<file path="config.mk">
export PLATFORM = sky130hd
export DESIGN_NAME = imem_loader
export DESIGN_NICKNAME = d
export VERILOG_FILES = /design/src/rtl/imem_loader_pkg.sv /design/src/rtl/imem_loader.sv
export SDC_FILE = /design/constraint.sdc
export NUM_CORES = 1
export LEC_CHECK = 0
export CORE_ASPECT_RATIO = 1.75
export CORE_UTILIZATION = 30
export CTS_BUF_LIST = sky130_fd_sc_hd__clkbuf_8
export DETAILED_ROUTE_END_ITERATION = 10
export HOLD_SLACK_MARGIN = 0.05
export SYNTH_ARGS = -nofsm -noshare
export SYNTH_HDL_FRONTEND = slang
export SYNTH_SLANG_ARGS = --single-unit
</file>
<file path="constraint.sdc">
create_clock -name clk -period 3.1 [get_ports clk]
set_input_delay 0.775 -clock clk [delete_from_list [all_inputs] [get_ports clk]]
set_output_delay 0.775 -clock clk [all_outputs]
set_load 0.01 [all_outputs]
</file>
<file path="src/rtl/imem_loader_pkg.sv">
// Shared types and constants for the instruction-memory loader.
// Holds the FSM state encoding and the checksum helper.
package imem_loader_pkg;

  typedef enum logic [2:0] {
    ST_IDLE  = 3'd0,
    ST_COUNT = 3'd1,
    ST_HI    = 3'd2,
    ST_LO    = 3'd3,
    ST_CHECK = 3'd4,
    ST_DONE  = 3'd5,
    ST_ERR   = 3'd6
  } state_t;

  localparam int         INSTR_BYTES = 2;
  localparam logic [7:0] CSUM_INIT   = 8'h00;

  // Running frame checksum: plain XOR, no carry.
  function automatic logic [7:0] csum_update(input logic [7:0] csum, input logic [7:0] data);
    return csum ^ data;
  endfunction

endpackage

</file>
<file path="src/rtl/imem_loader.sv">
// Host byte-stream loader for instruction memory. Assembles 16-bit words,
// writes them from address 0 and releases cpu_hold once the checksum matches.
module imem_loader
  import imem_loader_pkg::*;
#(
  parameter int ADDR_W  = 8,
  parameter int INSTR_W = 16
) (
  input  logic               clk,
  input  logic               reset,
  input  logic               start,
  input  logic               in_valid,
  input  logic [7:0]         in_data,
  output logic               in_ready,
  output logic               imem_we,
  output logic [ADDR_W-1:0]  imem_addr,
  output logic [INSTR_W-1:0] imem_wdata,
  output logic               cpu_hold,
  output logic               done,
  output logic               error
);

  state_t             state_r, state_s;
  logic [7:0]         count_r, count_s;
  logic [ADDR_W-1:0]  idx_r, idx_s;
  logic [ADDR_W-1:0]  idx_inc_s;
  logic [7:0]         hi_r, hi_s;
  logic [7:0]         csum_r, csum_s;
  logic               we_r, we_s;
  logic [ADDR_W-1:0]  addr_r, addr_s;
  logic [INSTR_W-1:0] wdata_r, wdata_s;
  logic               hold_r, hold_s;
  logic               done_r, done_s;
  logic               error_r, error_s;
  logic               in_ready_s;
  logic               xfer_s;

  assign in_ready_s = (state_r == ST_COUNT) || (state_r == ST_HI) ||
                      (state_r == ST_LO)    || (state_r == ST_CHECK);
  assign xfer_s     = in_valid && in_ready_s;
  assign idx_inc_s  = idx_r + {{(ADDR_W-1){1'b0}}, 1'b1};

  assign in_ready   = in_ready_s;
  assign imem_we    = we_r;
  assign imem_addr  = addr_r;
  assign imem_wdata = wdata_r;
  assign cpu_hold   = hold_r;
  assign done       = done_r;
  assign error      = error_r;

  // Next-state and next-datapath values for the load FSM.
  always_comb begin
    state_s = state_r;
    count_s = count_r;
    idx_s   = idx_r;
    hi_s    = hi_r;
    csum_s  = csum_r;
    we_s    = 1'b0;
    addr_s  = addr_r;
    wdata_s = wdata_r;
    hold_s  = hold_r;
    done_s  = done_r;
    error_s = error_r;
    case (state_r)
      ST_IDLE, ST_DONE, ST_ERR: begin
        if (start) begin
          state_s = ST_COUNT;
          done_s  = 1'b0;
          error_s = 1'b0;
          idx_s   = {ADDR_W{1'b0}};
          csum_s  = CSUM_INIT;
          hold_s  = 1'b1;
        end else begin
          state_s = state_r;
        end
      end
      ST_COUNT: begin
        if (xfer_s) begin
          count_s = in_data;
          csum_s  = in_data;
          if (in_data == 8'h00) begin
            state_s = ST_CHECK;
          end else begin
            state_s = ST_HI;
          end
        end else begin
          state_s = state_r;
        end
      end
      ST_HI: begin
        if (xfer_s) begin
          hi_s    = in_data;
          csum_s  = csum_update(csum_r, in_data);
          state_s = ST_LO;
        end else begin
          state_s = state_r;
        end
      end
      ST_LO: begin
        if (xfer_s) begin
          csum_s  = csum_update(csum_r, in_data);
          wdata_s = INSTR_W'({hi_r, in_data});
          addr_s  = idx_r;
          we_s    = 1'b1;
          idx_s   = idx_inc_s;
          // N never exceeds 255, so the incremented index cannot wrap past it
          if (idx_inc_s == ADDR_W'(count_r)) begin
            state_s = ST_CHECK;
          end else begin
            state_s = ST_HI;
          end
        end else begin
          state_s = state_r;
        end
      end
      ST_CHECK: begin
        if (xfer_s) begin
          if (in_data == csum_r) begin
            state_s = ST_DONE;
            done_s  = 1'b1;
            hold_s  = 1'b0;
          end else begin
            state_s = ST_ERR;
            error_s = 1'b1;
            hold_s  = 1'b1;
          end
        end else begin
          state_s = state_r;
        end
      end
      default: begin
        state_s = ST_IDLE;
        hold_s  = 1'b1;
      end
    endcase
  end

  // State and datapath registers with synchronous active-low reset.
  always_ff @(posedge clk) begin
    if (!reset) begin
      state_r <= ST_IDLE;
      count_r <= 8'h00;
      idx_r   <= {ADDR_W{1'b0}};
      hi_r    <= 8'h00;
      csum_r  <= CSUM_INIT;
      we_r    <= 1'b0;
      addr_r  <= {ADDR_W{1'b0}};
      wdata_r <= {INSTR_W{1'b0}};
      hold_r  <= 1'b1;
      done_r  <= 1'b0;
      error_r <= 1'b0;
    end else begin
      state_r <= state_s;
      count_r <= count_s;
      idx_r   <= idx_s;
      hi_r    <= hi_s;
      csum_r  <= csum_s;
      we_r    <= we_s;
      addr_r  <= addr_s;
      wdata_r <= wdata_s;
      hold_r  <= hold_s;
      done_r  <= done_s;
      error_r <= error_s;
    end
  end

endmodule

</file>
### Word-level counts from Yosys, hierarchy flattened

Index checks and enable logic that the tools add are counted.

* add/sub/neg operators: 1
* equal/unequal tests: 16
* multiplexer cells: 27
* bitwise gates (word level): 2
* reductions and logical operators: 22

Operators by type and width (count)
* 8-bit 2-to-1 mux: 4
* 8-bit one-hot mux with 3 select lines: 1
* 3-bit 2-to-1 mux: 7
* 8-bit == test: 2
* 8-bit one-hot mux with 2 select lines: 1
* 3-bit one-hot mux with 5 select lines: 1
* 2-bit inequality test, second input constant: 6
* 4-bit AND reduction: 3
* 3-bit == test, second input constant: 3
* 1-bit 2-to-1 mux: 9
* 8-bit by 1-bit adder with 8-bit output, second input constant: 1
* 8-bit logical NOT: 1
* 2-bit AND reduction: 4
* 8-bit XOR: 1
* 3-bit by 2-bit == test with 1-bit output, second input constant: 2
* 3-bit AND reduction: 2
* 3-bit OR reduction: 2
* 5-bit AND reduction: 1
* 2-bit by 1-bit inequality test with 1-bit output, second input constant: 2
* 1-bit one-hot mux with 2 select lines: 2
* 2-bit nonzero test: 2
* 3-bit by 1-bit == test with 1-bit output, second input constant: 1
* 3-bit logical NOT: 1
* 1-bit logical OR: 3
* other kinds (6): 6

* register bits after elaboration: 63
* input port bits: 12
* output and inout port bits: 29

### Depth between registers and ports, before layout

Gate-level depths: netlist (run 1).

* depth in word-level cells: 7
* depth in mapped cells: 8

### Worst setup path after synthesis (run 1)

OpenSTA, ideal clock, no wires.

* kind: input-to-reg
* start point: input port in_data[4]
* end point: register state_r[1]
* library setup time: 125 ps
* data arrival time: 1854 ps
* data required time: 2975 ps
* setup slack: 1121 ps
* stages: 6
* buffers on the path: 1
* cell sequence: clkbuf_1 > xor2_1 > nor4_1 > and2_1 > o211ai_1 > o2bb2ai_1

* cells in the longest elaborated chain, start to end: 4
* elaborated cells on any way between the ends: 7
* classes of those cells: 1 x eq/ne; 5 x mux; 1 x reduce/logical

RTL lines
* start: declaration: line imem_loader.sv:13 `input logic [7:0] in_data,`
* 8-bit == test / 8-bit logical NOT (equally long branches): line imem_loader.sv:118, imem_loader.sv:81
* 2-bit 2-to-1 mux / 3-bit 2-to-1 mux (equally long branches): line imem_loader.sv:118, imem_loader.sv:81
* 3-bit 2-to-1 mux, on equally long branches: line imem_loader.sv:117, imem_loader.sv:78
* 3-bit one-hot mux with 5 select lines *: line imem_loader.sv:64 `case (state_r)`
* end signal: assignment: line imem_loader.sv:153 `state_r <= state_s;`
* end: declaration: line imem_loader.sv:23 `state_t state_r, state_s;`

Every way passes the cells marked *; elsewhere a longest branch is shown, timed or not. The select of a mux whose other input is x is not followed.
A chain may end at the register's enable or synchronous reset.

### Worst setup path after layout (run 1)

* start point: register state_r[1]
* end point: output port in_ready

* cells in the longest elaborated chain, start to end: 4
* elaborated cells on any way between the ends: 7
* classes of those cells: 4 x eq/ne; 3 x reduce/logical

RTL lines
* 3-bit by 1-bit == test with 1-bit output / 3-bit by 2-bit == test with 1-bit output (equally long branches): line imem_loader.sv:38 `assign in_ready_s = (state_r == ST_COUNT) || (state_r == ST_HI) ||`
* 1-bit logical OR (2 in series): line imem_loader.sv:38
* 1-bit logical OR *: line imem_loader.sv:39 `(state_r == ST_LO) || (state_r == ST_CHECK);`
* end: declaration: line imem_loader.sv:14 `output logic in_ready,`

Every way passes the cells marked *; elsewhere a longest branch is shown, timed or not.

==> reports/metrics.yaml, run 1 <==
floorplan:
  start_util_pct: 30.7
  fp.dieW_microns: 80.9
  boundaryPins: 41
  rows: 50
  core_area_sq_um: 10600
  die_h_microns: 140
  die-area_sq_um: 11300
clock_tree:
  cts_tree: "built"
  post_cts_buffers: 0
  hold_buffers: 0
  cts_sinks: 63
  cts_buffers: 9
  htreeDepth: 3
  clk_pin_slew_ps: 70
  cts_max_path_buffers: 2
  cts_resized: 0
  clock-root-buffer: "clkbuf_8"
  clock_latency_ps: 350
min_path:
  hold_class: "reg -> reg"
placement:
  routabilityCongestion: 0.778
  io_buffers: 40
  dp_hpwl_microns: 6090
  place_area_sq_um: 3770
synth:
  synth_most_common_cell: "nand2_1"
  syn_inst: 414
  synth_warnings: 0
  synthArstFlopShare_pct: 0
  ys_ff_latch: 63
  synth_ff_type: "dfxtp_1"
  synth_top_area_share_pct: 38.6
  syn_area_per_cell_sq_um: 7.90
  synth_area_leaders: "dfxtp_1 (39%), a21boi_0 (11%), nand2_1 (11%)"
  yosysUniqueCellTypes: 55
  yosysSeqAreaShare_pct: 38.6
  synthesis.nets: 427
  synth_common_cells: "nand2_1 (93), dfxtp_1 (63), a21boi_0 (50), nor2_1 (29), o21ai_0 (27)"
  synth-edff-count: 0
  yosys.area.top_type: "dfxtp_1"
  syn_area_sq_um: 3270
sta:
  slew_headroom_pct: 51.7
  max_freq_ghz: 0.383
  period_share_pct: 84.1
  rsz0062_at_grt: "no"
  slew_violations: 0
  fin_crit_ps: 2610
  setup_viol: 0
  worst-slew-pin-transition_ps: 718
  finalSetupTns_ps: 0
  skew_ps: 7.78
  finalHoldViolCount: 0
detailed_routing:
  num_vias: 2851
  drc: 0
  postRouteAntennaNets: 0
  vias_per_cell: 4.93
  drt-pass1-iter-count: 5
  wl_per_cell_microns: 14.2
  wirelength_microns: 8230
  first_iter_violations: 49
power:
  combPwrFrac_pct: 12.0
  p_clk_share_pct: 42.2
  p_leak_nw: 1.35
  power.density_nw_per_um2: 464
  ir_drop_uv: 189
  seqPwrFrac_pct: 45.8
  power.switching_fraction_pct: 25.8
  switchingPower_uw: 477
  intPower_mw: 1.37
finish:
  drive_above_1_share_pct: 11.4
  fin_nets: 456
  nFillCells: 1130
  multiInputGateArea_sq_um: 1800
  syn2layout_area_growth_pct: 21.7
  seq_area_sq_um: 1260
  final_area_sq_um: 3980
  n_antenna_cell: 0
global_route:
  grt_overflow: 0
  grt_pass1_vias: 2767
  grt.total_usage_pct: 15.9
  grt_max_degree: 40
  grt_pass1_wl_microns: 13600
  antenna_found_initial: 0
setup_path:
  crit_path_end_kind: "output port"
  cp_data_arrival_time_ps: 1830
  slowest_stage: "clkdlybuf4s50_1"
  crit_family: "buffers and inverters"
  worst-path-stages: 3
  crit_type: "reg -> out"
  crit_chain: "nor2_1, xnor2_1, clkdlybuf4s50_1"
  worst_setup_path_start_kind: "register"
  rrSetupSlack_ps: 900
  r2r_start: "idx_r[0]$_SDFFE_PN0P_"
  cp-endpoint: "in_ready"
  crit_fanout: 10
  startpoint: "state_r[1]$_SDFFE_PN0P_"
  path_buf_inv: 1
  required_ps: 2320
  r2r_end: "state_r[2]$_SDFFE_PN0P_"
  rr_worst_depth: 6
  cp_slowest_stage_delay_ps: 550
job:
  drv_cap: 0
run_status:
  status: "complete, no violations"
==> sequential cells by signal, indices dropped and copies added (netlist names) <==
name        cells
imem_addr       8
cpu_hold        1
state_r         3
imem_we         1
csum_r          8
hi_r            8
imem_wdata     16
count_r         8
idx_r           8
done            1
error           1
==> worst reg2reg max path, stage by stage (launching register included) <==
cell and delay (ps):
dfxtp_1 500, ha_1 360, nand3_1 160, nor3_1 270
o221ai_2 140, a2111oi_2 440, a41o_1 250
==> layer usage <==
layer	track usage [%]	part of all wire (%)	vias to the layer above
li1	-	-	1458
met1	15.7	38	1329
met2	29.1	56	42
met3	3.84	2.6	22
met4	9.02	3.9	0
met5	0	0	-
==> placed cells by master, fill, tap and decap left out, drive strengths merged, types with 8 or more instances in the layout <==
cell type and instances:
a21oi 10, or2 9, clkbuf 9, xor2 12, nor2 30, nand3 8
buf 15, o21ai 27, nand2 93, clkdlybuf4s50 40, a21boi 54, dfxtp 63
==> cell families after synthesis <==
group,Yosys count,synth area share [%]
simple gates,174,24.7
buf+inv,42,6.39
xor+xnor,18,4.82
fa+ha+maj,1,0.383
flops,63,38.6
compound gates,116,25.1
==> worst min path at each step <==
stage / end / startpoint / depth (start not counted) / slack (ps)
after global placement: imem_addr[3]$_SDFFE_PN0P_ / imem_addr[3]$_SDFFE_PN0P_ / 2 / 450
after CTS: imem_addr[1]$_SDFFE_PN0P_ / imem_addr[1]$_SDFFE_PN0P_ / 2 / 470
after detailed placement: imem_addr[1]$_SDFFE_PN0P_ / imem_addr[1]$_SDFFE_PN0P_ / 2 / 450
after global routing: hi_r[5]$_SDFFE_PN0P_ / hi_r[5]$_SDFFE_PN0P_ / 2 / 480
final: imem_addr[1]$_SDFFE_PN0P_ / imem_addr[1]$_SDFFE_PN0P_ / 2 / 460
after floorplan: imem_wdata[15]$_SDFFE_PN0P_ / hi_r[7]$_SDFFE_PN0P_ / 2 / 440
==> power groups by stage <==
| stage | clock [mW] | combinational, mW | sequential, mW |
|---|---|---|---|
| floorplan | 0 | 0.153 | 0.860 |
| global placement | 0 | 0.216 | 0.863 |
| detailed placement | 0 | 0.221 | 0.864 |
| CTS | 0.802 | 0.222 | 0.845 |
| global route | 0.834 | 0.244 | 0.847 |
| finish | 0.780 | 0.221 | 0.845 |
==> area by class of cell <==
class / count / share of cell area [%]
clock buffer: 9 / 3.11
clock inverter: 7 / 2.23
inverter: 5 / 0.472
multi-input combinational: 309 / 45.2
sequential: 63 / 31.7
tap: 130 / 4.09
timing repair buffer: 55 / 13.2
==> metrics by stage <==
step	power (mW)	setup WS [ps]	instances	utilization, %	hold slack, ps
5_1_grt	1.93	420	578	37.4	478
4_1_cts	1.87	462	578	37.4	466
2_1_floorplan	1.01	1120	414	-	441
3_5_place_dp	1.09	445	562	35.4	455
6_report	1.85	492	578	37.4	462
3_3_place_gp	1.08	481	562	35.4	450
(Power assumes the default switching activity.)
==> run 2, diff against run 1 <==
- clock period: 3.1 -> 2.5 ns (I/O delays scaled with it)
==> reports/metrics.yaml, run 2 (synthesis gave the netlist of run 1 again) <==
run_status:
  status: "complete, no violations"
floorplan:
  die_h_microns: 140
  die-area_sq_um: 11300
  rows: 50
  fp.dieW_microns: 80.9
  boundaryPins: 41
  start_util_pct: 30.7
  core_area_sq_um: 10600
detailed_routing:
  postRouteAntennaNets: 0
  wirelength_microns: 8290
  vias_per_cell: 4.97
  first_iter_violations: 89
  wl_per_cell_microns: 14.1
  num_vias: 2919
  drc: 0
  drt-pass1-iter-count: 4
job:
  drv_cap: 0
setup_path:
  crit_fanout: 10
  crit_type: "reg -> out"
  slowest_stage: "clkdlybuf4s50_1"
  crit_family: "buffers and inverters"
  cp_slowest_stage_delay_ps: 550
  required_ps: 1880
  cp_data_arrival_time_ps: 1720
  crit_chain: "nor2_2, xnor2_1, clkdlybuf4s50_1"
  worst_setup_path_start_kind: "register"
  path_buf_inv: 1
  crit_path_end_kind: "output port"
clock_tree:
  cts_buffers: 9
  hold_buffers: 0
  clock_latency_ps: 340
  htreeDepth: 3
  cts_tree: "built"
  clk_pin_slew_ps: 70
  clock-root-buffer: "clkbuf_8"
  cts_resized: 0
  cts_sinks: 63
  cts_max_path_buffers: 2
  post_cts_buffers: 0
placement:
  io_buffers: 40
  place_area_sq_um: 3830
  dp_hpwl_microns: 6070
  dp_cells: 571
  routabilityCongestion: 0.895
global_route:
  grt.total_usage_pct: 15.5
  grt_pass1_vias: 2827
  grt_max_degree: 36
  grt_pass1_wl_microns: 13500
  antenna_found_initial: 0
  grt_overflow: 0
sta:
  max_freq_ghz: 0.426
  setup_viol: 0
  finalHoldViolCount: 0
  worst-slew-pin-transition_ps: 595
  slew_headroom_pct: 60.4
  finalSetupTns_ps: 0
  rsz0062_at_grt: "no"
  fin_crit_ps: 2350
  slew_violations: 0
  period_share_pct: 94.0
  skew_ps: 6.30
power:
  seqPwrFrac_pct: 47.7
  power.density_nw_per_um2: 545
  switchingPower_uw: 588
  power.switching_fraction_pct: 26.8
  total_power_mw: 2.19
  intPower_mw: 1.61
  combPwrFrac_pct: 12.9
  p_clk_share_pct: 39.4
  ir_drop_uv: 271
  p_leak_nw: 1.39
finish:
  fin_cells: 587
  final_area_sq_um: 4030
  fin_nets: 465
  final_common_cell: "nand2_1"
  final_cell_mix: "nand2_1 (93), dfxtp_1 (63), a21boi_0 (50)"
  n_antenna_cell: 0
  drive_above_1_share_pct: 13.3
  finalCoreUtilization_pct: 37.9
  syn2layout_area_growth_pct: 23.2
  largest_reg_flops: 16
min_path:
  hold_class: "reg -> reg"
run 2: routing by layer:
| metal | wire, microns | global-route usage, % | vias up |
|---|---|---|---|
| met5 | 0 | 0 | - |
| met3 | 158 | 2.74 | 15 |
| met4 | 254 | 7.99 | 0 |
| met1 | 3130 | 15.0 | 1389 |
| li1 | - | - | 1473 |
| met2 | 4750 | 29.8 | 42 |
run 2: final cells by class:
type	instances	area (sq um)
fillers	1132	6610
multi-input cells	309	1800
flip-flops and latches	63	1260
repair buffers	64	593
well taps	130	163
clock buffers	9	124
clock inverters	7	65.1
inverters	5	18.8
run 2: path summary, 6_finish.rpt:
path	startpoint	end	slack, ps	cells after the start
max	state_r[1]$_SDFFE_PN0P_	in_ready	150	3
min	imem_addr[3]$_SDFFE_PN0P_	imem_addr[3]$_SDFFE_PN0P_	460	2
max reg2reg	state_r[2]$_SDFFE_PN0P_	csum_r[3]$_SDFFE_PN0P_	400	6
min reg2reg	imem_addr[3]$_SDFFE_PN0P_	imem_addr[3]$_SDFFE_PN0P_	460	2
run 2: power by group through the flow:
stage	sequential [mW]	clock [mW]	combinational [mW]
after floorplan	1.07	0	0.190
after global routing	1.05	0.928	0.313
after detailed placement	1.07	0	0.282
after CTS	1.05	0.894	0.284
final	1.05	0.865	0.283
after global placement	1.07	0	0.276
run 2: metrics by stage:
step / setup slack [ps] / hold slack (ps)
final: 151 / 463
after CTS: 44.4 / 468
after global routing: 69.1 / 484
after detailed placement: 115 / 457
after floorplan: 662 / 441
after global placement: 193 / 448
run 2: worst min-delay path, cell delays in order (launching register included):
cell and delay, ps:
dfxtp_1 310, nand2_1 40, a21boi_0 60
==> run 3, diff against run 2 <==
- CORE_UTILIZATION: 30 -> 57
- PLACE_DENSITY: default -> 0.82
==> reports/metrics.yaml, run 3 (synthesis gave the netlist of run 1 again) <==
power:
  intPower_mw: 1.65
  total_power_mw: 2.25
  seqPwrFrac_pct: 46.5
  p_leak_nw: 1.39
  combPwrFrac_pct: 12.4
  power.density_nw_per_um2: 568
  p_clk_share_pct: 41.1
  ir_drop_uv: 432
  power.switching_fraction_pct: 26.9
  switchingPower_uw: 604
floorplan:
  die_h_microns: 102
  boundaryPins: 41
  start_util_pct: 59.0
  core_area_sq_um: 5540
  rows: 36
  fp.dieW_microns: 59.3
  die-area_sq_um: 6050
sta:
  whs_ps: 463
  rsz0062_at_grt: "no"
  max_freq_ghz: 0.424
  skew_ps: 6.23
  finalSetupTns_ps: 0
  finalHoldViolCount: 0
  slew_headroom_pct: 64.6
  slew_violations: 0
  period_share_pct: 94.4
  worst-slew-pin-transition_ps: 531
  setup_viol: 0
  fin_crit_ps: 2360
clock_tree:
  post_cts_buffers: 0
  cts_buffers: 9
  clock_latency_ps: 350
  cts_tree: "built"
  cts_max_path_buffers: 2
  hold_buffers: 0
  cts_sinks: 63
  clk_pin_slew_ps: 70
  htreeDepth: 3
  clock-root-buffer: "clkbuf_8"
run_status:
  status: "complete, no violations"
finish:
  syn2layout_area_growth_pct: 21.2
  finalCoreUtilization_pct: 71.5
  fin_nets: 463
  final_common_cell: "nand2_1"
  largest_reg_flops: 16
  n_antenna_cell: 0
  nFillCells: 453
  final_cell_mix: "nand2_1 (93), dfxtp_1 (63), a21boi_0 (50)"
  drive_above_1_share_pct: 13.2
setup_path:
  slowest_stage: "clkdlybuf4s50_1"
  crit_type: "reg -> out"
  crit_chain: "nor2_2, xnor2_1, clkdlybuf4s50_1"
  required_ps: 1880
  crit_fanout: 10
  crit_path_end_kind: "output port"
  cp_data_arrival_time_ps: 1740
  worst_setup_path_start_kind: "register"
  cp_slowest_stage_delay_ps: 560
global_route:
  grt_pass1_wl_microns: 12800
  grt_max_degree: 38
  grt_pass1_vias: 2774
  grt.total_usage_pct: 28.2
  grt_overflow: 0
  antenna_found_initial: 0
job:
  drv_cap: 0
placement:
  routabilityCongestion: 0.887
  io_buffers: 40
  dp_hpwl_microns: 5460
detailed_routing:
  drt-pass1-iter-count: 4
  wl_per_cell_microns: 14.4
  postRouteAntennaNets: 0
  drc: 0
  vias_per_cell: 5.63
  num_vias: 2987
  first_iter_violations: 160
  wirelength_microns: 7670
min_path:
  hold_class: "reg -> reg"
run 3: cell types whose count changed in the layout (fill, tap and decap cells not counted):
cell	before	now
clkinv_4	1	2
clkinv_2	3	1
inv_1	6	5
clkbuf_8	9	10
inv_6	0	1
buf_4	23	21
run 3: worst max-delay path: cells and delay by family, from the launching register on:
family / cells / cell delay (ps)
xor+xnor: 1 / 170
buf+inv: 1 / 560
flops: 1 / 530
simple gates: 1 / 130
run 3: through the flow:
step,instances,area (sq um),setup WS (ps)
after floorplan,414,3270,662
after global placement,515,3750,241
after detailed placement,515,3750,172
after CTS,531,3960,64.1
after global routing,531,3960,60.1
final,531,3960,140
run 3: worst paths after layout:
kind | from | endpoint | slack (ps) | cells past startpoint
setup / recovery | state_r[1]$_SDFFE_PN0P_ | in_ready | 140 | 3
hold / removal | imem_addr[5]$_SDFFE_PN0P_ | imem_addr[5]$_SDFFE_PN0P_ | 460 | 2
setup reg to reg | idx_r[1]$_SDFFE_PN0P_ | state_r[2]$_SDFFE_PN0P_ | 450 | 6
hold reg to reg | imem_addr[5]$_SDFFE_PN0P_ | imem_addr[5]$_SDFFE_PN0P_ | 460 | 2
run 3: routing by layer:
layer  wire length [microns]  global-route usage, %  vias to the layer above  share of wire (%)
li1                        -                      -                     1469                  -
met1                    2890                   30.0                     1419                 38
met2                    4270                   49.3                       77                 56
met3                     260                   6.71                       22                3.4
met4                     248                   15.9                        0                3.2
met5                       0                      0                        -                  0
run 3: final cells by class:
| cell class | count | area [sq um] | area share (%) |
|---|---|---|---|
| clock buffers | 10 | 138 | 3.47 |
| clock inverters | 6 | 68.8 | 1.74 |
| inverters | 5 | 18.8 | 0.474 |
| multi-input cells | 309 | 1800 | 45.5 |
| flip-flops and latches | 63 | 1260 | 31.8 |
| well taps | 76 | 95.1 | 2.40 |
| repair buffers | 62 | 578 | 14.6 |
run 3: timing repair:
item                       4_1_cts  5_1_grt
setup endpoints to repair        0        1
hold endpoints to repair         0        0
resized for setup                0        1
run 3: power groups by stage:
stage | Combinational, mW | Sequential [mW] | Clock [mW]
after detailed placement | 0.275 | 1.07 | 0
after floorplan | 0.190 | 1.07 | 0
after CTS | 0.277 | 1.05 | 0.938
after global placement | 0.270 | 1.07 | 0
after global routing | 0.307 | 1.05 | 0.981
final | 0.279 | 1.05 | 0.924
